**src/rtl/conv_window_fetch.sv**
```systemverilog
// conv_window_fetch: walks an IMG_W x IMG_H image held in a read-only SRAM and
// delivers every interior 3x3 window (no padding) in raster order, valid/ready.
//
// Ports
//   clk, rst              rising-edge clock, synchronous active-high reset
//   start                 one-cycle scan request, honoured only while idle
//   busy, done            scan in progress / one-cycle end-of-scan pulse
//   sram_en, sram_wen     read strobe / write enable (active low, tied off)
//   sram_addr, sram_d     read address / write data (tied to zero)
//   sram_q                read data, valid the cycle after the address
//   win_valid, win_ready  window handshake
//   win_data              tap k = 3*dy+dx at bits [8k+7:8k]
//   win_row, win_col      centre coordinates of the presented window
module conv_window_fetch #(
    parameter int IMG_W = 256,
    parameter int IMG_H = 128
) (
    input  logic        clk,
    input  logic        rst,
    input  logic        start,
    output logic        busy,
    output logic        done,
    output logic        sram_en,
    output logic        sram_wen,
    output logic [14:0] sram_addr,
    output logic [7:0]  sram_d,
    input  logic [7:0]  sram_q,
    output logic        win_valid,
    input  logic        win_ready,
    output logic [71:0] win_data,
    output logic [6:0]  win_row,
    output logic [7:0]  win_col
);

    localparam int         LW     = $clog2(IMG_W);
    localparam logic [6:0] R_LAST = 7'(IMG_H - 2);
    localparam logic [7:0] C_LAST = 8'(IMG_W - 2);

    typedef enum logic [1:0] {
        IDLE,
        ISSUE,
        LAST,
        OUT
    } state_t;

    state_t state;
    state_t state_nx;

    logic [3:0]  k;
    logic [6:0]  r;
    logic [7:0]  c;
    logic [1:0]  dy;
    logic [1:0]  dx;
    logic [14:0] row_i;
    logic [14:0] col_i;
    logic [14:0] rd_addr;
    logic [6:0]  cap_pos;
    logic        accept;
    logic        last_win;

    assign accept   = (state == OUT) && win_ready;
    assign last_win = (r == R_LAST) && (c == C_LAST);

    assign sram_wen = 1'b1;
    assign sram_d   = 8'd0;

    // State register
    always_ff @(posedge clk) begin
        if (rst) begin
            state <= IDLE;
        end else begin
            state <= state_nx;
        end
    end

    // Next-state logic
    always_comb begin
        state_nx = state;
        unique case (state)
            IDLE: begin
                if (start) begin
                    state_nx = ISSUE;
                end
            end
            ISSUE: begin
                if (k == 4'd8) begin
                    state_nx = LAST;
                end
            end
            LAST: begin
                state_nx = OUT;
            end
            OUT: begin
                if (win_ready) begin
                    state_nx = last_win ? IDLE : ISSUE;
                end
            end
            default: begin
                state_nx = IDLE;
            end
        endcase
    end

    // Tap offset within the 3x3 neighbourhood for read k
    always_comb begin
        dy = 2'd0;
        dx = 2'd0;
        unique case (k)
            4'd0: begin dy = 2'd0; dx = 2'd0; end
            4'd1: begin dy = 2'd0; dx = 2'd1; end
            4'd2: begin dy = 2'd0; dx = 2'd2; end
            4'd3: begin dy = 2'd1; dx = 2'd0; end
            4'd4: begin dy = 2'd1; dx = 2'd1; end
            4'd5: begin dy = 2'd1; dx = 2'd2; end
            4'd6: begin dy = 2'd2; dx = 2'd0; end
            4'd7: begin dy = 2'd2; dx = 2'd1; end
            4'd8: begin dy = 2'd2; dx = 2'd2; end
            default: begin dy = 2'd0; dx = 2'd0; end
        endcase
    end

    // Centre is never on the border, so r-1+dy and c-1+dx never underflow
    // and the column never crosses into the neighbouring row.
    assign row_i   = 15'(r) + 15'(dy) - 15'd1;
    assign col_i   = 15'(c) + 15'(dx) - 15'd1;
    assign rd_addr = (row_i << LW) + col_i;

    // Read k's data arrives while k+1 is being issued, so capture lags by one.
    assign cap_pos = {k - 4'd1, 3'b000};

    // Output logic
    always_comb begin
        busy      = 1'b0;
        sram_en   = 1'b0;
        sram_addr = 15'd0;
        win_valid = 1'b0;
        unique case (state)
            IDLE: begin
                busy = 1'b0;
            end
            ISSUE: begin
                busy      = 1'b1;
                sram_en   = 1'b1;
                sram_addr = rd_addr;
            end
            LAST: begin
                busy = 1'b1;
            end
            OUT: begin
                busy      = 1'b1;
                win_valid = 1'b1;
            end
            default: begin
                busy = 1'b0;
            end
        endcase
    end

    // Datapath: read index, window position, tap capture
    always_ff @(posedge clk) begin
        if (rst) begin
            k        <= 4'd0;
            r        <= 7'd1;
            c        <= 8'd1;
            win_data <= 72'd0;
            win_row  <= 7'd0;
            win_col  <= 8'd0;
            done     <= 1'b0;
        end else begin
            done <= accept && last_win;

            if (state == ISSUE) begin
                k <= k + 4'd1;
                if (k != 4'd0) begin
                    win_data[cap_pos +: 8] <= sram_q;
                end
            end else begin
                k <= 4'd0;
            end

            if (state == LAST) begin
                win_data[71:64] <= sram_q;
                win_row         <= r;
                win_col         <= c;
            end

            if (accept) begin
                if (last_win) begin
                    r <= 7'd1;
                    c <= 8'd1;
                end else if (c == C_LAST) begin
                    r <= r + 7'd1;
                    c <= 8'd1;
                end else begin
                    c <= c + 8'd1;
                end
            end
        end
    end

endmodule

```
**config.mk**
```make
export PLATFORM = sky130hd
export DESIGN_NAME = conv_window_fetch
export DESIGN_NICKNAME = d
export VERILOG_FILES = /design/src/rtl/conv_window_fetch.sv
export SDC_FILE = /design/constraint.sdc
export NUM_CORES = 1
export LEC_CHECK = 0
export CORE_UTILIZATION = 57
export CTS_BUF_LIST = sky130_fd_sc_hd__clkbuf_8
export CTS_CLUSTER_SIZE = 16
export DETAILED_ROUTE_END_ITERATION = 6
export PLACE_DENSITY = 0.88
export RECOVER_POWER = 50
export SLEW_MARGIN = 20
export SYNTH_ARGS = -nofsm -noshare
export SYNTH_HDL_FRONTEND = slang
export SYNTH_SLANG_ARGS = --single-unit
```
**constraint.sdc**
```tcl
create_clock -name clk -period 8.15 [get_ports clk]
set_input_delay 1.2225 -clock clk [delete_from_list [all_inputs] [get_ports clk]]
set_output_delay 1.2225 -clock clk [all_outputs]
set_load 0.05 [all_outputs]
```
After elaboration in Yosys (flattened, before gate mapping) --
Memories as Yosys holds them, arrays and structs flattened. A register that Yosys moved wholly into a read port is not among the register bits. Index checks and enable logic that the tools add are counted.
Word-level totals: output and inout bits 115, memory bits (read-only) 64, memories 1, input port bits 12, word-level logic and storage cells 64, flip-flop bits (word level) 109
Memories:
- (no name shown) | words 16, width 4, rd ports 1, clocked after memory_dff 1, wr ports 0, RTL line 108 | unique case (k)
Cells by class: shift operators 2, muxes and demuxes 18, reduce and logical (&&, ||, !) cells 14, equality and inequality tests 9, bitwise operators 1, add/subtract/negate cells 10
Operator list (number):
- 72-bit two-way mux | 2
- 72-bit bitwise mux | 1
- 8-bit by 9-bit variable shift with 72-bit output (first input constant) | 1
- 8-bit by 9-bit variable part select with 72-bit output | 1
- 8-bit two-way mux | 3
- 15-bit adder | 1
- 15-bit two-way mux | 1
- 7-bit two-way mux | 2
- 9-bit by 1-bit subtractor with 10-bit output (second input constant) | 1
- 8-bit by 2-bit adder with 9-bit output | 1
- 7-bit negator with 9-bit output | 1
- 8-bit by 1-bit adder with 8-bit output (second input constant) | 1
- 8-bit == test (second input constant) | 1
- 2-bit case mux with 4 select lines | 1
- 7-bit by 1-bit adder with 7-bit output (second input constant) | 1
- 7-bit by 2-bit adder with 7-bit output | 1
- 7-bit == test (second input constant) | 1
- 7-bit by 1-bit subtractor with 7-bit output (second input constant) | 1
- 2-bit two-way mux | 3
- 2-bit inequality test (second input constant) | 3
- 2-bit AND reduction | 3
- 2-bit nonzero test | 3
- 4-bit by 1-bit adder with 4-bit output (second input constant) | 1
- 2-bit == test (second input constant) | 2
- other kinds (13) | 17

Longest topological paths before layout --
Gate-level depths: netlist of run 1.
depth after elaboration 7, gate-level depth with buffers 19

Worst setup path after synthesis of run 1 --
Ideal clock, no wire load.
kind register -> output, start register c[1], end output port sram_addr[14], slack 2.097 ns, data arrival time 4.831 ns, stages on the path, launching flop included 18, cells stage by stage dfxtp_1 > inv_1 > ha_1 > inv_1 > ha_1 > fa_1 > a21oi_1 > o21bai_1 > a2111oi_0 > or2_2 > inv_1 > fa_1 > nor2b_1 > o21a_1 > o21ai_0 > a211o_1 > or2_2 > o31ai_1
Between the ends: cells in the longest elaborated chain, start to end 4
Ends and longest elaborated chain:
- start, declared | RTL line 51 | logic [7:0] c;
- start signal, assigned | RTL line 195 | c <= c + 8'd1;
- 8-bit by 2-bit adder with 9-bit output | RTL line 125 | assign col_i = 15'(c) + 15'(dx) - 15'd1;
- 9-bit by 1-bit subtractor with 10-bit output | RTL line 125
- 15-bit adder | RTL line 126 | assign rd_addr = (row_i << LW) + col_i;
- 15-bit two-way mux | RTL line 137 | unique case (state)
- end, declared | RTL line 25 | output logic [14:0] sram_addr,
Every way passes these cells.

Worst setup path after layout of run 1 --
Ends and elaborated chain as after synthesis.

==> results.py, run 1 <==
metrics = {
    "power": {
        "peakVddDrop_mv": 0.129,
        "power_mw": 1.51,
        "total_leakage_power_nw": 3.21,
        "cellPowerDensity_nw_per_um2": 199,
    },
    "critical_path": {
        "crit_fanout": 6,
        "start_kind": "flop",
        "r2r_end": "win_data[53]",
        "cp.required_ns": 6.93,
        "setup.worst_path.class": "reg -> out",
        "cp_data_arrival_time_ns": 5.79,
        "reg2reg_from": "k[0]",
        "r2r_slack_ns": 4.11,
        "endpoint_kind": "primary output",
        "ff2ff_path_depth": 8,
    },
    "logic_synthesis": {
        "avgSynthCellArea_sq_um": 9.13,
        "synth_top_family_by_area": "simple AND/OR/NAND/NOR gates",
        "synth_common_cells": "113 x dfxtp_1, 79 x nor2_1, 65 x mux2i_1, 51 x ha_1, 51 x inv_1",
        "synth_compound_area_share_pct": 9.49,
        "netlist_area_sq_um": 6050,
        "synthXorXnorAreaFrac_pct": 4.63,
        "yosys.cell_count.top_type": "dfxtp_1",
        "yosysTopAreaCellShare_pct": 37.4,
        "ys_ff_latch": 113,
        "synth.area.top_cells": "dfxtp_1 37%, mux2i_1 11%, ha_1 11%",
        "async_flop_share_pct": 0,
        "synth_ff_type": "dfxtp_1",
        "synth_fa_ha_area_share_pct": 11.5,
        "synth_edf_count": 0,
        "synth_simple_gate_area_share_pct": 19.3,
        "ys_seq_area_share_pct": 37.4,
        "syn_inst": 663,
        "synth_top_area_cell": "dfxtp_1",
        "yosysUniqueCellTypes": 56,
        "synthMuxAreaShare_pct": 10.7,
        "yosys_warnings": 0,
    },
    "clock_network": {
        "htreeDepth": 4,
        "hold_buffers": 0,
        "cts.clk_slew.worst_paths_ns": 0.07,
        "cts_tree": "done",
        "cts.sinks": 113,
        "clkLatencyLatePin_ns": 0.44,
        "cts_buffers": 17,
        "cts_root_buf": "clkbuf_8",
        "cts-resized-gates": 0,
        "postCtsSetupBuffers": 0,
        "clk_path_buf_depth": 2,
    },
    "worst_hold_path": {
        "hold_depth": 2,
        "hold_end": "win_data[59]",
        "min_from": "win_data[59]",
        "hold_path_class": "reg -> reg",
    },
    "global_route": {
        "antenna_found_initial": 0,
        "grt_pass1_vias": 5057,
        "grt_usage_pct": 28.0,
        "grt_pass1_wl_microns": 24200,
        "grt_max_degree": 108,
        "grt_overflow_total": 0,
    },
    "drt": {
        "vias": 5034,
        "routed_wl_microns": 14900,
        "post_drt_wl_per_cell_microns": 16.3,
        "drc": 0,
        "drt_pass1_iterations": 5,
        "drt-met1-wl_microns": 6120,
        "met2WireLength_microns": 7540,
        "drtIter0Drc": 248,
        "top_layer": "met4",
        "wl_met3_microns": 866,
        "avgViaCountPerCell": 5.48,
        "ant_nets": 0,
    },
    "die": {
        "die_y_microns": 105,
        "start_util_pct": 58.6,
        "dieArea_sq_um": 11000,
        "die_w_microns": 105,
        "top_level_ports": 127,
        "fp.coreArea_sq_um": 10300,
        "row_count": 37,
    },
    "cells_and_area": {
        "area_growth_pct": 25.6,
        "antenna_cells": 0,
        "fin_area_sq_um": 7600,
        "nets": 835,
        "fillCellCount": 708,
        "drive_gt1_share_pct": 6.14,
    },
    "status": {
        "violations": "capacitance limit, slew limit",
        "outcome": "complete, but fails checks",
    },
    "timing": {
        "finClkSkew_ns": 0.0118,
        "worst_pin_slew_ns": 4.07,
        "max_slew_margin_pct": -171,
        "fin_crit_ns": 7.01,
        "fin_crit_sh_pct": 86.0,
        "timing.fmax_ghz": 0.143,
        "drv_slew": 108,
        "fin_setup_tns_ns": 0,
        "rsz0062_at_grt": "false",
        "setup_viol": 0,
        "hold_viol": 0,
    },
    "placement": {
        "gp_congestion": 0.892,
        "portBuffers": 117,
        "dp.final_hpwl_microns": 10600,
        "place_area_sq_um": 7210,
    },
    "job": {
        "maxCapViolCount": 1,
    },
}
## sequential cells by signal, indices dropped and copies added (netlist names)
| signal | count |
|---|---|
| r | 7 |
| state | 2 |
| win_data | 72 |
| win_col | 8 |
| dy | 2 |
| done | 1 |
| k | 4 |
| dx | 2 |
| c | 8 |
| win_row | 7 |
## through the flow
step                      instances  hold WS, ns  util, %  setup slack, ns
after floorplan                 670        0.489        -             2.10
after global placement          886        0.458     69.8             2.05
after detailed placement        886        0.465     69.9             1.70
after CTS                       918        0.475     73.6             1.20
after global routing            918        0.508     73.6            0.936
final                           918        0.467     73.6             1.14
## logic make-up (layout without fill, tap and decap cells)
| family | count (synthesis) | count (layout) |
|---|---|---|
| other | 2 | 9 |
| AND/OR/NAND/NOR | 228 | 228 |
| AO/OA/AOI/OAI | 79 | 79 |
| XOR/XNOR | 32 | 32 |
| flip-flops | 113 | 113 |
| adder cells (fa/ha/maj) | 54 | 54 |
| buffers and inverters | 90 | 202 |
| multiplexers | 65 | 65 |
## power breakdown
group          total, mW  internal [mW]  switching, mW  leakage (nW)
clock              0.510          0.265          0.245         0.189
combinational      0.419          0.141          0.278          2.11
sequential         0.582          0.566         0.0166         0.911
## cell type report
class | instances | area, sq um | share of cell area [%]
Multi-Input combinational cell | 467 | 3420 | 45.0
Clock buffer | 20 | 275 | 3.62
Inverter | 52 | 195 | 2.57
Timing Repair Buffer | 118 | 1170 | 15.4
Tap cell | 136 | 170 | 2.24
Sequential cell | 113 | 2260 | 29.8
Clock inverter | 12 | 109 | 1.43
## layer usage
metal	vias up	GRT usage, %
met5	-	0
met2	156	48.0
met3	32	8.80
li1	2425	-
met4	0	14.2
met1	2421	31.2
## critical path, stage by stage (launching register included)
cell	delay, ns
dfxtp_1	0.41
inv_1	0.08
ha_1	0.29
inv_1	0.04
ha_1	0.22
fa_1	0.40
a21oi_1	0.15
o21bai_1	0.12
a2111oi_0	0.64
or2_2	0.29
inv_1	0.08
fa_1	0.43
nor2b_1	0.18
o21a_1	0.20
o21ai_0	0.14
a211o_1	0.31
or2_2	0.28
o31ai_1	0.22
clkdlybuf4s50_1	0.84
## how the worst max path moves through the flow
stage / startpoint / endpoint / slack (ns)
after CTS: c[1] / sram_addr[14] / 1.20
after detailed placement: c[1] / sram_addr[14] / 1.70
after global placement: c[1] / sram_addr[14] / 2.05
after global routing: c[1] / sram_addr[14] / 0.94
final: c[1] / sram_addr[14] / 1.14
after floorplan: c[1] / sram_addr[14] / 2.10
## layout by cell type (no fill, tap or decap), drive strengths merged, types with 5 or more instances in the layout
| cell | n |
|---|---|
| dfxtp | 113 |
| nor2 | 79 |
| dlygate4sd3 | 72 |
| mux2i | 65 |
| inv | 54 |
| ha | 51 |
| clkdlybuf4s50 | 44 |
| nand2 | 34 |
| nand2b | 28 |
| o21ai | 27 |
| xnor2 | 24 |
| nor3 | 22 |
| clkbuf | 21 |
| nand3b | 18 |
| and2 | 18 |
| a21oi | 13 |
| conb | 9 |
| xor2 | 8 |
| o32ai | 8 |
| nand3 | 7 |
| a21o | 5 |
| nand4 | 5 |
| clkinv | 5 |
No activity file was read; power rests on OpenSTA's default activity.
==> run 2: changes to the inputs <==
- CTS_CLUSTER_SIZE: 16 -> unset
==> results of run 2 <==
No change in the layout: final DEF, timing and power equal those of run 1.
==> run 3: changes to the inputs <==
- CORE_MARGIN: unset -> 1.5
- RECOVER_POWER: 50 -> unset
==> results.py, run 3 (synthesis gave the netlist of run 1 again) <==
metrics = {
    "drt": {
        "post_drt_wl_per_cell_microns": 16.0,
        "drtIter0Drc": 282,
        "vias": 5019,
        "avgViaCountPerCell": 5.46,
        "drt_pass1_iterations": 5,
        "ant_nets": 0,
        "routed_wl_microns": 14700,
        "drc": 0,
    },
    "timing": {
        "fin_crit_sh_pct": 83.3,
        "drv_slew": 0,
        "finClkSkew_ns": 0.0113,
        "worst_slack_ns": 1.36,
        "worst_pin_slew_ns": 1.04,
        "timing.fmax_ghz": 0.147,
        "hold_viol": 0,
        "fin_crit_ns": 6.79,
        "setup_viol": 0,
        "max_slew_margin_pct": 30.7,
        "fin_setup_tns_ns": 0,
        "rsz0062_at_grt": "false",
    },
    "critical_path": {
        "start_kind": "flop",
        "cp.required_ns": 6.93,
        "path_cells": "inv_1 > ha_1 > inv_1 > ha_1 > fa_1 > a21oi_1 > o21bai_1 > a2111oi_0 > or2_2 > inv_1 > fa_1 > nor2b_1 > o21a_1 > o21ai_0 > a211o_1 > or2_2 > o31ai_1 > clkdlybuf4s50_1",
        "cp_data_arrival_time_ns": 5.57,
        "critPathMaxStageDelay_ns": 0.84,
        "r2r_slack_ns": 4.32,
        "crit_fanout": 6,
        "setup.worst_path.class": "reg -> out",
        "cp_slowest_cell": "clkdlybuf4s50_1",
        "crit_buf_inv": 4,
        "cpLargestDelayFamily": "compound AO/OA/AOI/OAI gates",
        "cpMostUsedCell": "inv_1",
        "endpoint_kind": "primary output",
    },
    "die": {
        "fp.coreArea_sq_um": 10300,
        "die_w_microns": 106,
        "top_level_ports": 127,
        "row_count": 37,
        "dieArea_sq_um": 11200,
        "die_y_microns": 106,
        "start_util_pct": 58.6,
    },
    "clock_network": {
        "clk_path_buf_depth": 2,
        "hold_buffers": 0,
        "cts_tree": "done",
        "htreeDepth": 4,
        "cts.sinks": 113,
        "postCtsSetupBuffers": 0,
        "cts.clk_slew.worst_paths_ns": 0.07,
        "cts_root_buf": "clkbuf_8",
        "clkLatencyLatePin_ns": 0.44,
        "cts_buffers": 17,
        "cts-resized-gates": 0,
    },
    "placement": {
        "dp.final_hpwl_microns": 10500,
        "portBuffers": 117,
        "pre_cts_ws_ns": 1.85,
        "gp_congestion": 0.895,
    },
    "power": {
        "seqPwrFrac_pct": 37.0,
        "p_sw_share_pct": 34.8,
        "power.internal_mw": 1.02,
        "p_clk_share_pct": 36.0,
        "pwr-share-comb_pct": 27.0,
        "total_leakage_power_nw": 2.99,
        "p_switching_mw": 0.547,
        "cellPowerDensity_nw_per_um2": 205,
        "peakVddDrop_mv": 0.157,
    },
    "global_route": {
        "grt_pass1_vias": 5039,
        "grt_pass1_wl_microns": 23900,
        "grt_overflow_total": 0,
        "antenna_found_initial": 0,
        "grt_max_degree": 108,
        "grt_usage_pct": 26.9,
    },
    "cells_and_area": {
        "nets": 836,
        "largest_reg_flops": 72,
        "fillCellCount": 708,
        "top_register": "win_data",
        "reg_top3": "win_data (72), c (8), win_col (8)",
        "final_common_cell": "clkdlybuf4s50_1",
        "area_growth_pct": 26.6,
        "drive_gt1_share_pct": 6.39,
        "antenna_cells": 0,
        "layout_common_cells": "116 x clkdlybuf4s50_1, 113 x dfxtp_1, 79 x nor2_1, 65 x mux2i_1",
    },
    "status": {
        "outcome": "finished clean",
    },
    "job": {
        "maxCapViolCount": 0,
    },
    "worst_hold_path": {
        "hold_path_class": "reg -> reg",
    },
}
-- run 3: final cells by class --
| cell class | instances | area (sq um) | area share, % |
|---|---|---|---|
| clock buffers | 18 | 248 | 3.23 |
| clock inverters | 14 | 180 | 2.35 |
| inverters | 52 | 195 | 2.55 |
| multi-input cells | 467 | 3420 | 44.6 |
| flip-flops and latches | 113 | 2260 | 29.5 |
| well taps | 136 | 170 | 2.22 |
| repair buffers | 119 | 1190 | 15.5 |
-- run 3: worst min-delay path: cells and delay by family, from the launching register on --
family | cells | cell delay [ns]
flip-flops | 1 | 0.32
AND/OR/NAND/NOR | 1 | 0.06
multiplexers | 1 | 0.05
-- run 3: per-stage QoR --
stage	instances	hold WS (ns)	utilization [%]	total power, mW	area (sq um)
after floorplan	670	0.489	-	0.911	6080
after global placement	886	0.457	69.8	0.992	7210
after detailed placement	887	0.467	70.0	1.01	7220
after CTS	919	0.480	74.1	1.57	7650
after global routing	919	0.498	74.2	1.64	7660
final	919	0.477	74.2	1.57	7660
-- run 3: metal layers --
metal / wire length (microns) / vias to the layer above / track usage, %
li1: - / 2422 / -
met2: 7250 / 161 / 45.5
met5: 0 / - / 0
met1: 6200 / 2399 / 31.0
met3: 845 / 37 / 8.52
met4: 394 / 0 / 12.5
-- run 3: path summary, 6_finish.rpt --
check	startpoint	cells past startpoint	end
setup / recovery	c[1]	18	sram_addr[14]
hold reg to reg	win_data[60]	2	win_data[60]
hold / removal	win_data[60]	2	win_data[60]
setup reg to reg	k[0]	8	win_data[42]
-- run 3: power groups by stage --
stage,sequential [mW],combinational (mW),clock [mW]
finish,0.582,0.424,0.566
global route,0.584,0.458,0.601
CTS,0.582,0.418,0.573
detailed placement,0.595,0.416,0
global placement,0.593,0.399,0
floorplan,0.604,0.307,0
